$ cat src/rtl/spigpio_master.sv
// SPI master for the shift-register GPIO expander: one MSB-first byte per frame, then latch pulses with cs high.
// Frame: done at cycle CLK_DIV*(17+2*LATCH_PULSES)+1, start ignored while busy; SPIGPIO_MASTER_RX_EN adds miso capture.
module spigpio_master #(
  parameter int CLK_DIV      = 4,
  parameter int LATCH_PULSES = 1
) (
  input  logic       clk,
  input  logic       rst,
  input  logic       start,
  input  logic [7:0] tx_data,
  output logic       busy,
  output logic       done,
  output logic [7:0] rx_data,
  output logic       spi_clk,
  output logic       spi_cs,
  output logic       spi_mosi,
  input  logic       spi_miso
);

  localparam int DW = (CLK_DIV > 1) ? $clog2(CLK_DIV) : 1;
  localparam logic [DW-1:0] DIV_LAST = DW'(CLK_DIV - 1);
  localparam logic [3:0] LAT_LAST = (LATCH_PULSES > 0) ? 4'(LATCH_PULSES - 1) : 4'd0;

  typedef enum logic [1:0] {IDLE, SHIFT, HOLD, LATCH} state_t;

  state_t        state_q;
  logic [DW-1:0] div_q;
  logic [2:0]    bit_q;
  logic [3:0]    lat_q;
  logic          hi_q;
  logic [6:0]    tx_q;
  logic          busy_q, done_q, clk_q, cs_q, mosi_q;

  logic div_end, frame_end;
  assign div_end   = (div_q == DIV_LAST);
  // Last cycle before returning to IDLE: end of HOLD without latch pulses, or end of the last latch high phase.
  assign frame_end = ((state_q == HOLD) && div_end && (LATCH_PULSES == 0)) ||
                     ((state_q == LATCH) && hi_q && div_end && (lat_q == LAT_LAST));

  always_ff @(posedge clk) begin
    if (rst) begin
      state_q <= IDLE;
      div_q   <= '0;
      bit_q   <= '0;
      lat_q   <= '0;
      hi_q    <= 1'b0;
      tx_q    <= '0;
      busy_q  <= 1'b0;
      done_q  <= 1'b0;
      clk_q   <= 1'b0;
      cs_q    <= 1'b1;
      mosi_q  <= 1'b0;
    end else begin
      done_q <= 1'b0;
      div_q  <= ((state_q == IDLE) || div_end) ? '0 : div_q + 1'b1;
      case (state_q)
        IDLE: begin
          if (start) begin
            tx_q    <= tx_data[6:0];
            mosi_q  <= tx_data[7];
            cs_q    <= 1'b0;
            clk_q   <= 1'b0;
            busy_q  <= 1'b1;
            hi_q    <= 1'b0;
            bit_q   <= '0;
            state_q <= SHIFT;
          end
        end
        SHIFT: begin
          if (div_end) begin
            hi_q  <= ~hi_q;
            clk_q <= ~hi_q;
            if (hi_q) begin
              if (bit_q == 3'd7) begin
                state_q <= HOLD;
              end else begin
                mosi_q <= tx_q[6];
                tx_q   <= {tx_q[5:0], 1'b0};
              end
              bit_q <= bit_q + 1'b1;
            end
          end
        end
        HOLD: begin
          if (div_end) begin
            cs_q    <= 1'b1;
            mosi_q  <= 1'b0;
            lat_q   <= '0;
            hi_q    <= 1'b0;
            state_q <= (LATCH_PULSES == 0) ? IDLE : LATCH;
          end
        end
        LATCH: begin
          if (div_end) begin
            hi_q  <= ~hi_q;
            clk_q <= ~hi_q;
            if (hi_q) lat_q <= lat_q + 1'b1;
            if (frame_end) state_q <= IDLE;
          end
        end
        default: state_q <= IDLE;
      endcase
      if (frame_end) begin
        done_q <= 1'b1;
        busy_q <= 1'b0;
      end
    end
  end

`ifdef SPIGPIO_MASTER_RX_EN
  logic [7:0] rx_sr_q, rx_q;

  // miso is sampled on each spi_clk high->low transition, MSB of the expander first.
  always_ff @(posedge clk) begin
    if (rst) begin
      rx_sr_q <= '0;
      rx_q    <= '0;
    end else begin
      if ((state_q == SHIFT) && hi_q && div_end) rx_sr_q <= {rx_sr_q[6:0], spi_miso};
      if (frame_end) rx_q <= rx_sr_q;
    end
  end
  assign rx_data = rx_q;
`else
  logic unused_miso;
  assign unused_miso = spi_miso;
  assign rx_data     = 8'h00;
`endif

  assign busy     = busy_q;
  assign done     = done_q;
  assign spi_clk  = clk_q;
  assign spi_cs   = cs_q;
  assign spi_mosi = mosi_q;

endmodule

$ cat config.mk
export PLATFORM = sky130hd
export DESIGN_NAME = spigpio_master
export DESIGN_NICKNAME = d
export VERILOG_FILES = /design/src/rtl/spigpio_master.sv
export SDC_FILE = /design/constraint.sdc
export NUM_CORES = 1
export LEC_CHECK = 0
export CAP_MARGIN = 20
export CORE_ASPECT_RATIO = 1.5
export CORE_MARGIN = 1.5
export CORE_UTILIZATION = 46
export CTS_CLUSTER_SIZE = 12
export DETAILED_ROUTE_END_ITERATION = 12
export PLACE_DENSITY = 0.79
export SLEW_MARGIN = 20
export SYNTH_ARGS = -nofsm -noshare
export SYNTH_HDL_FRONTEND = slang
export SYNTH_SLANG_ARGS = --single-unit
export TNS_END_PERCENT = 5
$ cat constraint.sdc
create_clock -name clk -period 1.7 [get_ports clk]
set_clock_uncertainty 0.05 [all_clocks]
set_input_delay 0.425 -clock clk [delete_from_list [all_inputs] [get_ports clk]]
set_output_delay 0.425 -clock clk [all_outputs]
set_load 0.02 [all_outputs]
; Word-level counts from Yosys, hierarchy flattened
; Index checks and enable logic that the tools add are counted.
[word_totals]
input_bits = 12
wordCells = 87
out_inout_bits = 13
regBits = 24
[op_classes]
muxes = 34
eq_ne = 15
bitwise_logic = 1
add_sub_neg = 3
reduce_logical = 23
[ops]
columns = cell, n
row1 = 7-bit 2-to-1 mux, 4
row2 = "2-bit inequality test, second input constant", 9
row3 = 2-bit 2-to-1 mux, 7
row4 = 7-bit one-hot mux with 2 select lines, 1
row5 = 4-bit 2-to-1 mux, 3
row6 = 1-bit 2-to-1 mux, 9
row7 = 3-bit 2-to-1 mux, 3
row8 = 3-bit AND reduction, 3
row9 = 2-bit one-hot mux with 4 select lines, 1
row10 = 4-bit one-hot mux with 2 select lines, 1
row11 = 4-bit AND reduction, 2
row12 = 2-bit nonzero test, 4
row13 = 7-bit AND reduction, 1
row14 = "2-bit equality test, second input constant", 3
row15 = 1-bit one-hot mux with 3 select lines, 2
row16 = 3-bit one-hot mux with 2 select lines, 1
row17 = 6-bit AND reduction, 1
row18 = 2-bit OR reduction, 3
row19 = 5-bit AND reduction, 1
row20 = "4-bit by 1-bit adder with 4-bit output, second input constant", 1
row21 = 4-bit logical NOT, 1
row22 = 1-bit one-hot mux with 2 select lines, 2
row23 = "3-bit by 1-bit adder with 3-bit output, second input constant", 1
row24 = "3-bit equality test, second input constant", 1
row25 = 9 further kinds, 11

; Logic depth before layout (Yosys ltp)
; Gate-level depths: netlist of run 1.
[logic_depth]
ltp_word = 7
ltp_mapped = 8
mapped_depth_nobuf = 6

; Worst setup path before layout of run 1
; OpenSTA, ideal clock, no wires.
[synth_timing]
path_type = reg-to-reg
startpoint = reg state_q[0]
endpoint = reg state_q[1]
setup_ns = 0.072
path_stages_with_launch = 9
arrival_time_ns = 1.549
t_required_ns = 1.578
period_less_slack_ns = 1.671
path_buffers = 2
slack_ns = 0.029
cell_sequence = dfxtp_1 -> inv_1 -> ha_1 -> buf_4 -> nand2b_1 -> buf_2 -> o2111ai_1 -> and3b_1 -> mux2i_1
[synth_via]
elab_chain_cells = 6
word_cells_on_any_way = 16
cone_classes = 10 x eq/ne / 1 x mux / 5 x reduce/logical
[synth_lines]
columns = item, line
row1 = start: declaration, 26  ; state_t state_q;
row2 = start signal: assignment, 90  ; state_q <= (LATCH_PULSES == 0) ? IDLE : LATCH;
row3 = 2-bit equality test, "38, 56"
row4 = 1-bit logical AND (3 in series), 38  ; ((state_q == LATCH) && hi_q && div_end && (lat_q == LAT_LAST));
row5 = 2-bit inequality test (no source line), n/a
row6 = 7-bit AND reduction (no source line), n/a
; Several ways; a longest one is shown, not always the timed one.
; A chain may end at the register's enable or synchronous reset.

; Worst setup path in the final report of run 1
[layout_timing]
startpoint = reg done_q (netlist: done)
endpoint = out done
[layout_rtl]
columns = item, line
row1 = start: declaration, 32  ; logic busy_q, done_q, clk_q, cs_q, mosi_q;
row2 = start signal: assignment, 49  ; done_q <= 1'b0;
row3 = start signal: assignment, 54  ; done_q <= 1'b0;
row4 = start signal: assignment, 104  ; done_q <= 1'b1;
row5 = end: declaration, 12  ; output logic done,
; No word-level cell between the ends.

==> results of run 1 <==
## final cells by class
cell class	count	area, µm²	share of cell area, %
clock buffer	4	55.1	3.18
inverter	6	22.5	1.30
multi-input combinational	109	826	47.7
sequential	24	484	27.9
tap	39	48.8	2.82
timing repair buffer	29	297	17.1
## cell families (layout without fill, tap and decap cells)
| logic type | Yosys count | after routing | synth area share [%] |
|---|---|---|---|
| simple gates | 46 | 46 | 17.7 |
| compound gates | 32 | 32 | 17.9 |
| buf+inv | 25 | 39 | 10.6 |
| flops | 24 | 24 | 35.1 |
| mux | 12 | 12 | 8.87 |
| fa+ha+maj | 9 | 9 | 8.23 |
| xor+xnor | 2 | 2 | 1.28 |
| other cells | 1 | 8 | 0.274 |
## path summary, 6_finish.rpt
| check | from | endpoint | slack [ns] | cells past startpoint |
|---|---|---|---|---|
| setup / recovery | done | done | 0.05 | 1 |
| hold / removal | div_q[0] | div_q[0] | 0.38 | 1 |
| hold reg to reg | div_q[0] | div_q[0] | 0.38 | 1 |
| setup reg to reg | state_q[1] | state_q[0] | 0.05 | 6 |
## registers in the layout, indices dropped and copies added, names as in the netlist
signal    cells
div_q         2
bit_q         3
tx_q          7
lat_q         4
spi_clk       1
spi_mosi      1
hi_q          1
busy          1
done          1
state_q       2
spi_cs        1
## stage by stage
step / hold WS [ns] / cell area [µm²]
2_1_floorplan: 0.356 / 1400
3_3_place_gp: 0.365 / 1590
3_5_place_dp: 0.370 / 1590
4_1_cts: 0.381 / 1640
5_1_grt: 0.423 / 1730
6_report: 0.380 / 1730
## cell usage in the layout (no fill, tap or decap), types with 3 or more instances in the layout
master / instances
dlygate4sd2_1: 3
nor2_1: 17
conb_1: 8
clkdlybuf4s50_1: 11
ha_2: 3
dfxtp_2: 3
nand2b_1: 8
inv_1: 5
ha_1: 4
nand3_1: 3
mux2i_1: 10
dfxtp_1: 21
a22oi_1: 3
buf_4: 11
a21oi_1: 5
clkbuf_8: 4
a211oi_1: 4
nand2_1: 5
a211oi_2: 6
o21ai_0: 4
## per-layer routing
metal,up-vias,global-route usage (%)
met4,0,8.41
met3,8,2.34
li1,554,-
met1,545,20.1
met5,-,0
met2,20,33.2
## timing repair
action	CTS	global route
resized for setup	5	15
hold buffers	0	0
gates cloned	0	1
hold endpoints to repair	0	0
endpoints found under the setup margin	10	18
setup buffers	0	1
pin swaps	1	7
## power groups by stage
stage / registers (µW) / clock network, µW / logic, µW
finish: 773 / 386 / 1320
global route: 790 / 427 / 1420
CTS: 767 / 396 / 1150
detailed placement: 780 / 0 / 1150
global placement: 771 / 0 / 1110
floorplan: 798 / 0 / 806
==> flow_summary.json, run 1 <==
{
  "status": "finished, final reports clean",
  "post_route_cells_drive_above_1_share_pct": 22.7,
  "cts_sinks": 24,
  "power.share.switching_pct": 37.3,
  "start_kind": "flip-flop",
  "drt_iter0_drc": 48,
  "cpLargestDelayFamily": "buffers and inverters",
  "p_leak_uw": 0.000702,
  "placed_cells": 205,
  "worst_path_max_delay_cell": "clkdlybuf4s50_1",
  "synth-seq-area-share_pct": 35.1,
  "via_count_of_the_first_global_routing_pass": 1090,
  "fp.dieW_um": 47.5,
  "netlist_top_cells_count": "dfxtp_1 (24), nor2_1 (17), mux2i_1 (11), buf_4 (10), ha_1 (9)",
  "die-area_um2": 3320,
  "floorplan.die.height_um": 69.8,
  "setup_repair_after_global_routing_missed_its_margin": "true",
  "synthTopCellsByArea": "dfxtp_1 (35%), ha_1 (8.2%), mux2i_1 (8.0%), buf_4 (5.5%), nor2_1 (4.7%)",
  "initial_core_util_pct": 47.5,
  "cts_root_buf": "clkbuf_8",
  "min_path_type": "flip-flop to flip-flop",
  "area_growth_pct": 26.6,
  "critical_path_peak_fanout": 1,
  "cts_max_level": 1,
  "pin_count_of_the_biggest_net_entering_global_routing": 26,
  "worst_ep_required_time_ns": 1.22,
  "worstPathCellList": "clkdlybuf4s50_1",
  "path_clk_slew_ns": 0.08,
  "antenna_left": 0,
  "top_layer_in_use": "met4",
  "drc_errors": 0,
  "synth-edff-count": 0,
  "synthesis.instances": 151,
  "core_area_um2": 2880,
  "power.share.clock_pct": 15.6,
  "timing.final.setup_violations": 0,
  "critical_path.endpoint_type": "output port",
  "crit_buf_inv": 1,
  "yosysMostFrequentCell": "dfxtp_1",
  "dr_total_vias": 1127,
  "fmax_mhz": 606,
  "power.ir.vdd_worst_mv": 0.813,
  "clock_tree_from_tritoncts": "built",
  "power_uw": 2480,
  "cp_data_arrival_time_ns": 1.18,
  "cp_slowest_stage_delay_ns": 0.60,
  "rows": 24,
  "synthDominantAreaCellType": "dfxtp_1",
  "post-route-worst-setup-slack_ns": 0.0493,
  "fin_cells": 211,
  "final_hold_viol_count": 0,
  "dr_wl_met3_um": 82,
  "dp_hpwl_mm": 2.09,
  "via_per_inst": 5.34,
  "netSwitchingPower_uw": 924,
  "gr-total-overflow": 0,
  "routedWlPerCell_um": 14.2,
  "fillerInstances": 260,
  "m1WireLength_mm": 1.11,
  "syn_avg_cell_area_um2": 9.06,
  "finalNetCount": 194,
  "synth_top_area_share_pct": 35.1,
  "antenna_violations_before_repair": 0,
  "fin_setup_tns_ns": 0,
  "postLayoutCoreUtil_pct": 60.1,
  "post_synth_instance_area_um2": 1370,
  "num_antenna_cells": 0,
  "cap_violations": 0,
  "numPortBuffers": 15,
  "cellInternalPower_uw": 1550,
  "worst-setup-path-type": "flip-flop to output port",
  "postSynth.asyncResetShare_pct": 0,
  "clkLatencyLatePin_ns": 0.27,
  "fin_crit_sh_pct": 97.1,
  "synth.distinct_cells": 43,
  "cts_made_buffers": 3,
  "wire_length_of_the_first_global_routing_pass_mm": 4.59,
  "detailroute.wirelength.met2_mm": 1.72,
  "drtPass1Iterations": 4,
  "drv_slew": 0,
  "powerDensity_nw_per_um2": 1430,
  "yosys_warnings": 0,
  "seq_power_share_pct": 31.2,
  "grt_use_total_pct": 18.6,
  "synthFlopType": "dfxtp_1",
  "place_congestion": 0.870,
  "dpl_worst_slack_ns": -0.153,
  "ys_ff_latch": 24,
  "clk_buf_depth": 2,
  "combPwrFrac_pct": 53.2,
  "io-pin-count": 25,
  "routed_wirelength_mm": 3.00,
  "post_layout_minimum_cycle_time_ns": 1.65
}
Power figures use the tool's default switching activity.
==> inputs of run 2 (changes only) <==
SLEW_MARGIN = unset   (was 20)
==> results of run 2 <==
The final DEF is identical to that of run 1; final timing and power are the same.
